`config.mk`:
```
export PLATFORM = sky130hd
export DESIGN_NAME = uart_rx_param
export DESIGN_NICKNAME = d
export VERILOG_FILES = /design/src/rtl/uart_pkg.sv /design/src/rtl/uart_rx_fifo.sv /design/src/rtl/uart_rx_param.sv
export SDC_FILE = /design/constraint.sdc
export NUM_CORES = 1
export LEC_CHECK = 0
export BUFFER_PORTS_ARGS = -buffer_cell sky130_fd_sc_hd__clkbuf_2
export CORE_UTILIZATION = 40
export CTS_CLUSTER_DIAMETER = 30
export DETAILED_ROUTE_END_ITERATION = 7
export PLACE_DENSITY = 0.68
export SYNTH_ARGS = -nofsm -noshare
export SYNTH_HDL_FRONTEND = slang
export SYNTH_SLANG_ARGS = --single-unit
```
`constraint.sdc`:
```
create_clock -name clk -period 2.8 [get_ports clk]
set_input_delay 0.14 -clock clk [delete_from_list [all_inputs] [get_ports clk]]
set_output_delay 0.14 -clock clk [all_outputs]
set_load 0.01 [all_outputs]
```
`src/rtl/uart_pkg.sv`:
```
// uart_pkg: shared definitions for the parametrised UART receiver.
//   - parity-mode constants (PAR_NONE / PAR_ODD / PAR_EVEN)
//   - receiver FSM state encoding
//   - entry_width(): width of one buffered entry {frame_err, parity_err, data}
package uart_pkg;

   localparam int unsigned PAR_NONE = 0;
   localparam int unsigned PAR_ODD  = 1;
   localparam int unsigned PAR_EVEN = 2;

   typedef enum logic [2:0] {
      StIdle,
      StStart,
      StData,
      StPar,
      StStop,
      StWaitHi
   } rx_state_e;

   function automatic int unsigned entry_width(input int unsigned data_bits);
      return data_bits + 2;
   endfunction

endpackage

```
`src/rtl/uart_rx_fifo.sv`:
```
// uart_rx_fifo: receive FIFO for uart_rx_param (used only with UART_RX_FIFO_EN).
// Pointers carry one extra wrap bit to tell full from empty. Head entry is read
// combinationally from storage.
// Ports:
//   clk, rst          clock, asynchronous active-high reset
//   push_i, wdata_i   write request and entry; ignored when full unless popping
//   pop_i             remove head entry (ignored when empty)
//   rdata_o           head entry
//   empty_o, full_o   occupancy flags
module uart_rx_fifo #(
   parameter int unsigned Width = 10,
   parameter int unsigned Depth = 4
) (
   input  logic             clk,
   input  logic             rst,
   input  logic             push_i,
   input  logic [Width-1:0] wdata_i,
   input  logic             pop_i,
   output logic [Width-1:0] rdata_o,
   output logic             empty_o,
   output logic             full_o
);

   localparam int unsigned AddrW = $clog2(Depth);

   logic [AddrW:0]   wr_ptr_q, rd_ptr_q;
   logic [Width-1:0] mem_q [Depth];
   logic             wr_en, rd_en;

   assign empty_o = (wr_ptr_q == rd_ptr_q);
   assign full_o  = (wr_ptr_q[AddrW] != rd_ptr_q[AddrW]) &&
                    (wr_ptr_q[AddrW-1:0] == rd_ptr_q[AddrW-1:0]);
   assign rd_en   = pop_i && !empty_o;
   // A pop in the same cycle frees the slot that the write lands in.
   assign wr_en   = push_i && (!full_o || rd_en);
   assign rdata_o = mem_q[rd_ptr_q[AddrW-1:0]];

   always_ff @(posedge clk or posedge rst) begin
      if (rst) begin
         wr_ptr_q <= '0;
         rd_ptr_q <= '0;
         for (int i = 0; i < int'(Depth); i++) mem_q[i] <= '0;
      end else begin
         if (wr_en) begin
            mem_q[wr_ptr_q[AddrW-1:0]] <= wdata_i;
            wr_ptr_q                   <= wr_ptr_q + 1'b1;
         end
         if (rd_en) rd_ptr_q <= rd_ptr_q + 1'b1;
      end
   end

endmodule

```
`src/rtl/uart_rx_param.sv`:
```
// uart_rx_param: parametrised UART receiver with per-frame error flags,
// valid/ready output handshake and sticky overrun.
// Build option: define UART_RX_FIFO_EN for a FIFO_DEPTH-entry receive FIFO;
// otherwise a single holding register buffers one frame.
// Ports:
//   clk, rst                  clock, asynchronous active-high reset
//   rx                        serial input (asynchronous, idles high)
//   rx_data                   head word
//   rx_frame_err              head word had a low stop bit
//   rx_parity_err             head word failed parity check
//   rx_valid, rx_ready        output handshake
//   overrun, clr_overrun      sticky drop flag and its synchronous clear
//   busy                      frame in progress
module uart_rx_param
   import uart_pkg::*;
#(
   parameter int unsigned DIV        = 16,
   parameter int unsigned DATA_BITS  = 8,
   parameter int unsigned PARITY     = 0,
   parameter int unsigned STOP_BITS  = 1,
   parameter int unsigned FIFO_DEPTH = 4
) (
   input  logic                 clk,
   input  logic                 rst,
   input  logic                 rx,
   output logic [DATA_BITS-1:0] rx_data,
   output logic                 rx_frame_err,
   output logic                 rx_parity_err,
   output logic                 rx_valid,
   input  logic                 rx_ready,
   output logic                 overrun,
   input  logic                 clr_overrun,
   output logic                 busy
);

   localparam int unsigned EntryW = entry_width(DATA_BITS);
   localparam int unsigned CntW   = $clog2(DIV);
   localparam int unsigned BitW   = 4;
   localparam logic [CntW-1:0] HalfCnt = CntW'(DIV / 2 - 1);
   localparam logic [CntW-1:0] FullCnt = CntW'(DIV - 1);

   if (DIV < 4 || DATA_BITS < 5 || DATA_BITS > 9 || STOP_BITS < 1 || STOP_BITS > 2 ||
       (PARITY != PAR_NONE && PARITY != PAR_ODD && PARITY != PAR_EVEN) ||
       FIFO_DEPTH < 2 || (FIFO_DEPTH & (FIFO_DEPTH - 1)) != 0) begin : g_bad_param
      $error("uart_rx_param: illegal parameter value");
   end

   logic                 rx_meta_q, rxs_q;
   rx_state_e            state_q, state_d;
   logic [CntW-1:0]      cnt_q, cnt_d;
   logic [BitW-1:0]      bit_q, bit_d;
   logic [DATA_BITS-1:0] shreg_q, shreg_d;
   logic                 acc_q, acc_d;
   logic                 ferr_q, ferr_d;
   logic                 perr_q, perr_d;
   logic                 tick, push, pop, drop, stop_ferr;
   logic [EntryW-1:0]    push_entry, head;
   logic                 overrun_q;

   assign tick       = (cnt_q == '0);
   assign stop_ferr  = ferr_q | ~rxs_q;
   assign push_entry = {stop_ferr, perr_q, shreg_q};

   // State register, synchroniser and datapath registers.
   always_ff @(posedge clk or posedge rst) begin
      if (rst) begin
         rx_meta_q <= 1'b1;
         rxs_q     <= 1'b1;
         state_q   <= StIdle;
         cnt_q     <= '0;
         bit_q     <= '0;
         shreg_q   <= '0;
         acc_q     <= 1'b0;
         ferr_q    <= 1'b0;
         perr_q    <= 1'b0;
      end else begin
         rx_meta_q <= rx;
         rxs_q     <= rx_meta_q;
         state_q   <= state_d;
         cnt_q     <= cnt_d;
         bit_q     <= bit_d;
         shreg_q   <= shreg_d;
         acc_q     <= acc_d;
         ferr_q    <= ferr_d;
         perr_q    <= perr_d;
      end
   end

   // Next-state logic. bit_q counts data bits in StData and stop bits in StStop.
   always_comb begin
      state_d = state_q;
      cnt_d   = cnt_q;
      bit_d   = bit_q;
      shreg_d = shreg_q;
      acc_d   = acc_q;
      ferr_d  = ferr_q;
      perr_d  = perr_q;
      push    = 1'b0;
      unique case (state_q)
         StIdle: begin
            if (!rxs_q) begin
               state_d = StStart;
               cnt_d   = HalfCnt;
            end
         end
         StStart: begin
            if (!tick) begin
               cnt_d = cnt_q - 1'b1;
            end else if (rxs_q) begin
               state_d = StIdle;
            end else begin
               state_d = StData;
               cnt_d   = FullCnt;
               bit_d   = '0;
               acc_d   = 1'b0;
               ferr_d  = 1'b0;
               perr_d  = 1'b0;
            end
         end
         StData: begin
            if (!tick) begin
               cnt_d = cnt_q - 1'b1;
            end else begin
               shreg_d = {rxs_q, shreg_q[DATA_BITS-1:1]};
               acc_d   = acc_q ^ rxs_q;
               cnt_d   = FullCnt;
               if (bit_q == BitW'(DATA_BITS - 1)) begin
                  bit_d   = '0;
                  state_d = (PARITY != PAR_NONE) ? StPar : StStop;
               end else begin
                  bit_d = bit_q + 1'b1;
               end
            end
         end
         StPar: begin
            if (!tick) begin
               cnt_d = cnt_q - 1'b1;
            end else begin
               // Odd mode needs XOR = 1, even mode needs XOR = 0.
               perr_d  = (acc_q ^ rxs_q) ^ (PARITY == PAR_ODD);
               cnt_d   = FullCnt;
               state_d = StStop;
            end
         end
         StStop: begin
            if (!tick) begin
               cnt_d = cnt_q - 1'b1;
            end else begin
               ferr_d = stop_ferr;
               cnt_d  = FullCnt;
               if (bit_q == BitW'(STOP_BITS - 1)) begin
                  push    = 1'b1;
                  bit_d   = '0;
                  state_d = stop_ferr ? StWaitHi : StIdle;
               end else begin
                  bit_d = bit_q + 1'b1;
               end
            end
         end
         StWaitHi: begin
            if (rxs_q) state_d = StIdle;
         end
         default: state_d = StIdle;
      endcase
   end

   // FSM outputs.
   always_comb begin
      busy = (state_q != StIdle);
   end

`ifdef UART_RX_FIFO_EN
   logic fifo_empty, fifo_full;

   assign pop      = !fifo_empty && rx_ready;
   assign drop     = push && fifo_full && !pop;
   assign rx_valid = !fifo_empty;

   uart_rx_fifo #(
      .Width (EntryW),
      .Depth (FIFO_DEPTH)
   ) u_fifo (
      .clk     (clk),
      .rst     (rst),
      .push_i  (push),
      .wdata_i (push_entry),
      .pop_i   (pop),
      .rdata_o (head),
      .empty_o (fifo_empty),
      .full_o  (fifo_full)
   );
`else
   logic              hold_valid_q;
   logic [EntryW-1:0] hold_q;

   assign pop      = hold_valid_q && rx_ready;
   assign drop     = push && hold_valid_q && !pop;
   assign rx_valid = hold_valid_q;
   assign head     = hold_q;

   always_ff @(posedge clk or posedge rst) begin
      if (rst) begin
         hold_valid_q <= 1'b0;
         hold_q       <= '0;
      end else if (push && !drop) begin
         hold_valid_q <= 1'b1;
         hold_q       <= push_entry;
      end else if (pop) begin
         hold_valid_q <= 1'b0;
      end
   end
`endif

   // Set wins over a simultaneous clear.
   always_ff @(posedge clk or posedge rst) begin
      if (rst)              overrun_q <= 1'b0;
      else if (drop)        overrun_q <= 1'b1;
      else if (clr_overrun) overrun_q <= 1'b0;
   end

   assign overrun       = overrun_q;
   assign rx_data       = head[DATA_BITS-1:0];
   assign rx_parity_err = head[DATA_BITS];
   assign rx_frame_err  = head[DATA_BITS+1];

endmodule
```
Word-level counts from Yosys, hierarchy flattened. Index checks and enable logic that the tools add are counted.

Mux-type cells: 37. Bitwise operators: 3. Reductions and logical operators: 25. Add/subtract/negate cells: 2. Equal/unequal tests: 16.

Operator list (number): 4-bit 2-to-1 mux (10); 3-bit 2-to-1 mux (9); 4-bit one-hot mux with 3 select lines (2); 2-bit != test (second input constant) (9); 3-bit one-hot mux with 6 select lines (1); 4-bit AND reduction (3); 1-bit 2-to-1 mux (11); 2-bit nonzero test (5); 3-bit nonzero test (3); 4-bit logical NOT (2); 8-bit AND reduction (1); 3-bit by 2-bit equality test with 1-bit output (second input constant) (2); 3-bit equality test (second input constant) (2); 1-bit one-hot mux with 2 select lines (3); 5-bit AND reduction (1); 4-bit by 1-bit adder with 4-bit output (second input constant) (1); 4-bit by 3-bit equality test with 1-bit output (second input constant) (1); 1-bit logical AND (4); 4-bit by 1-bit subtractor with 4-bit output (second input constant) (1); 3-bit by 1-bit equality test with 1-bit output (second input constant) (1); 3-bit logical NOT (1); 3-bit != test (second input constant) (1); 3-bit AND reduction (1); 3-bit OR reduction (1); 6 further kinds (7).

Word-level logic and storage cells: 95. Register bits: 36. Output and inout port bits: 13. Input bits: 5.

Logic depth before layout (Yosys ltp).
Word-level depth: 9. Mapped depth: 7. Depth with buffers taken out: 6.

Worst setup path before layout. No wires, ideal clock.

Kind: register -> register. Start point: register cnt_q[0]. End point: register cnt_q[0]. Setup time: 0.121 ns. Setup slack: 0.876 ns. Clock period less this slack: 1.924 ns. Arrival time: 1.803 ns. Stages on the path, launching flop included: 8. Path buffers: 1. Required time: 2.679 ns. Cell sequence: dfrtp_1 > inv_1 > ha_1 > or3b_1 > buf_6 > a2111oi_1 > a21oi_1 > o22a_1.

Word-level cells in the longest chain between the ends: 3. Elaborated cells between the ends (all ways): 7. Those cells by class: add/sub (1); eq/ne (1); mux (3); reduce/logical (2).

RTL lines: start: declaration (RTL line uart_rx_param.sv:50) `logic [CntW-1:0] cnt_q, cnt_d;`; start signal: assignment (RTL line uart_rx_param.sv:80) `cnt_q <= cnt_d;`; 4-bit by 1-bit subtractor with 4-bit output or 4-bit logical NOT (tied branches); 4-bit 2-to-1 mux, or another cell as far along (RTL line uart_rx_param.sv:121, uart_rx_param.sv:136, uart_rx_param.sv:146); 4-bit one-hot mux with 3 select lines or 3-bit AND reduction (tied branches).

Parallel ways exist; a longest one is shown, timed or not. A chain may end at the register's enable or synchronous reset.

Worst setup path in the final report.
Start point: register cnt_q[0]. End point: register hold_q[0], in the netlist head[0].

Word-level cells in the longest chain between the ends: 7.

RTL lines: 4-bit logical NOT (*) (RTL line uart_rx_param.sv:60) `assign tick = (cnt_q == '0);`; 1-bit 2-to-1 mux (*) (RTL line uart_rx_param.sv:146) `if (!tick) begin`; 1-bit 2-to-1 mux (*) (RTL line uart_rx_param.sv:99) `unique case (state_q)`; 1-bit logical AND (2 in series) (RTL line uart_rx_param.sv:197) `assign drop = push && hold_valid_q && !pop;`; 1-bit logical NOT (RTL line uart_rx_param.sv:205) `end else if (push && !drop) begin`; 1-bit logical AND (*) (RTL line uart_rx_param.sv:205); end signal: assignment (RTL line uart_rx_param.sv:207) `hold_q <= push_entry;`; end: declaration (RTL line uart_rx_param.sv:194) `logic [EntryW-1:0] hold_q;`.

Every way passes the cells marked *; elsewhere a longest branch is shown, timed or not.

==> results.tsv <==
metric	value	unit
layout cell share with drive strength beyond 1	0.277	
cell area power density	742	mW/mm²
Pre-antenna DRT Iters	4	
outcome	completed	
Worst-path clk slew	0.07	ns
count of clock tree sinks	36	
final cell count without fillers	240	
Slew Limit Headroom	0.454	
worst-path maximum fanout	10	
RSZ-0062 raised after global routing	false	
via/cell ratio	5.44	
sequential area share after synthesis	0.503	
Mean Syn Cell Area	10.9	µm²
FF+latch count, synth	36	
CTS tree	done	
Post-synth ARST share	1.00	
LEAKAGE	0.968	nW
max_cap viols	0	
CP Capture Type	flip-flop	
Nets	195	
post-CTS sizing	0	
worst path arrival time	2.31	ns
slowest CP cell	or3b_1	
CTS H-tree depth	2	
Num CTS Buffers	5	
die area	0.00476	mm²
Starting Density	0.416	
antenna violations before repair	0	
commonest cells after routing, fill and taps aside	34 x dfrtp_1, 17 x clkbuf_2, 14 x mux2_2, 13 x nand2_1, 10 x inv_1	
clk_lat worst skew	0.29	ns
Routed wire per std cell	13.6	µm
Die Width	69.0	µm
Crit Path Class	reg2reg	
vias	1306	
required time of the critical path	2.97	ns
largest net degree at the start of global routing	37	
clk buf depth	2	
Final GP Congestion	0.740	
Final setup viols	0	
Root Driver	clkbuf_8	
Hold Vio Cnt, Final	0	
HP Class	in2reg	
Yosys warnings	0	
worst vdd ir	0.293	mV
vias in the first global route	1220	
top_reg_cell synth	dfrtp_1	
Power, Total	1.52	mW
area delta synth->final	13.9	%
minimum clock period	2.14	ns
Syn Nets	173	
core area	0.00432	mm²
Final period util	0.765	
Total Wirelength	3260	µm
CP Cell Sequence	inv_1 > ha_1 > or3b_1 > nor2_4 > nand3_4 > mux2_1	
Synth Cell Area	0.00180	mm²
dpl cells	230	
DRC viols	0	
final worst setup slack	0.659	ns
DP Wirelength	2170	µm
number of flops mapped to enable cells by yosys	0	
first-pass GRT wire length	5490	µm
FP Rows	24	
Max Clock Freq	467	MHz
Netlist cell types	48	
gr ovfl total	0	
commonest non-fill, non-tap cell in the layout	dfrtp_1	
port bufs	17	
Core Util, Final	0.473	
startpoint types	flip-flop	
io pins	18	
Routed Antenna Nets	0	
Worst Tran Pin Value	0.806	ns
Die Height	69.0	µm
GRT Total Usage	0.146	
Post-Place Worst Slack	0.680	ns
Final Max Tran Viols	0	
Post-Route Skew	0.00680	ns
critical path's largest stage delay	0.54	ns
1st-iter DRT viols	75	
Fin Setup TNS	0	ns
Antenna diodes	0	
Syn Inst Count	165	
-- flip-flops by register name, indices dropped and copies added (netlist names) --
| signal | cells |
|---|---|
| state_q | 3 |
| rxs_q | 1 |
| head | 10 |
| acc_q | 1 |
| overrun | 1 |
| rx_meta_q | 1 |
| rx_valid | 1 |
| cnt_q | 4 |
| shreg_q | 8 |
| bit_q | 4 |
| ferr_q | 1 |
| perr_q | 1 |
-- metal layers --
metal / track usage / wire, µm / vias to the layer above
li1: - / - / 641
met1: 0.187 / 1540 / 631
met2: 0.231 / 1520 / 29
met3: 0.0512 / 157 / 5
met4: 0.0476 / 46 / 0
met5: 0 / 0 / -
-- cell type report --
class,instances,area [µm²]
repair buffers,22,128
clock inverters,1,7.51
clock buffers,7,86.3
well taps,52,65.1
flip-flops and latches,36,903
multi-input cells,112,820
fillers,435,2280
inverters,10,37.5
-- where the power goes --
group / switching, mW / total, mW / internal (mW)
clock network: 0.185 / 0.385 / 0.200
registers: 0.113 / 0.714 / 0.601
logic: 0.220 / 0.420 / 0.200
total: 0.519 / 1.52 / 1.00
-- critical path: cells and delay by family, from the launching register on --
kind	cells	cell delay [ns]
fa+ha+maj	1	0.22
buf+inv	1	0.12
flops	1	0.41
mux	1	0.36
simple gates	3	0.91
-- repair_timing --
action | 4_1_cts | 5_1_grt
endpoints found under the setup margin | 0 | 0
setup buffers | 0 | 0
endpoints found under the hold margin | 35 | 0
hold buffers | 2 | 0
-- final timing paths --
kind / from / endpoint / slack, ns / cells after the start
setup reg to reg: cnt_q[0] / head[0] / 0.66 / 6
hold / removal: clr_overrun / overrun / 0.04 / 2
min in group asynchronous: rst / shreg_q[4] / 0.49 / 4
hold reg to reg: rx_meta_q / rxs_q / 0.36 / 0
max in group asynchronous: rst / rxs_q / 1.97 / 4
setup / recovery: cnt_q[0] / head[0] / 0.66 / 6
-- per-stage QoR --
stage                     area [µm²]  hold WS, ns
after global routing            2050       0.0327
after floorplan                 1800        0.144
after detailed placement        1930        0.231
final                           2050       0.0390
after CTS                       2050       0.0294
after global placement          1930        0.227
-- cell families (layout without fill, tap and decap cells) --
kind of cell | after synthesis | after routing | share of synthesized area
and+or+nand+nor | 54 | 54 | 0.183
AOI/OAI and AO/OA | 36 | 36 | 0.134
DFF | 36 | 36 | 0.503
muxes | 18 | 18 | 0.113
buffers and inverters | 17 | 40 | 0.0411
adders and majority gates | 3 | 3 | 0.0209
xor gates and xnor gates | 1 | 1 | 0.00488
-- Yosys cell counts, types with 2 or more instances --
master	count	area, µm²
a21oi_1	9	45.0
a22oi_1	2	15.0
a31oi_1	7	43.8
buf_2	2	10.0
clkbuf_1	4	15.0
dfrtp_1	34	851
dfstp_2	2	52.6
ha_1	3	37.5
inv_1	10	37.5
mux2_1	4	45.0
mux2_2	14	158
nand2_1	13	48.8
nand2b_1	5	31.3
nand3_1	4	20.0
nor2_1	8	30.0
nor2_4	2	22.5
nor3_1	3	15.0
nor3b_1	2	15.0
o211ai_1	2	15.0
o21ai_0	4	20.0
o22ai_1	2	12.5
or3_1	2	12.5
or4bb_1	2	22.5
(Power assumes the default switching activity.)
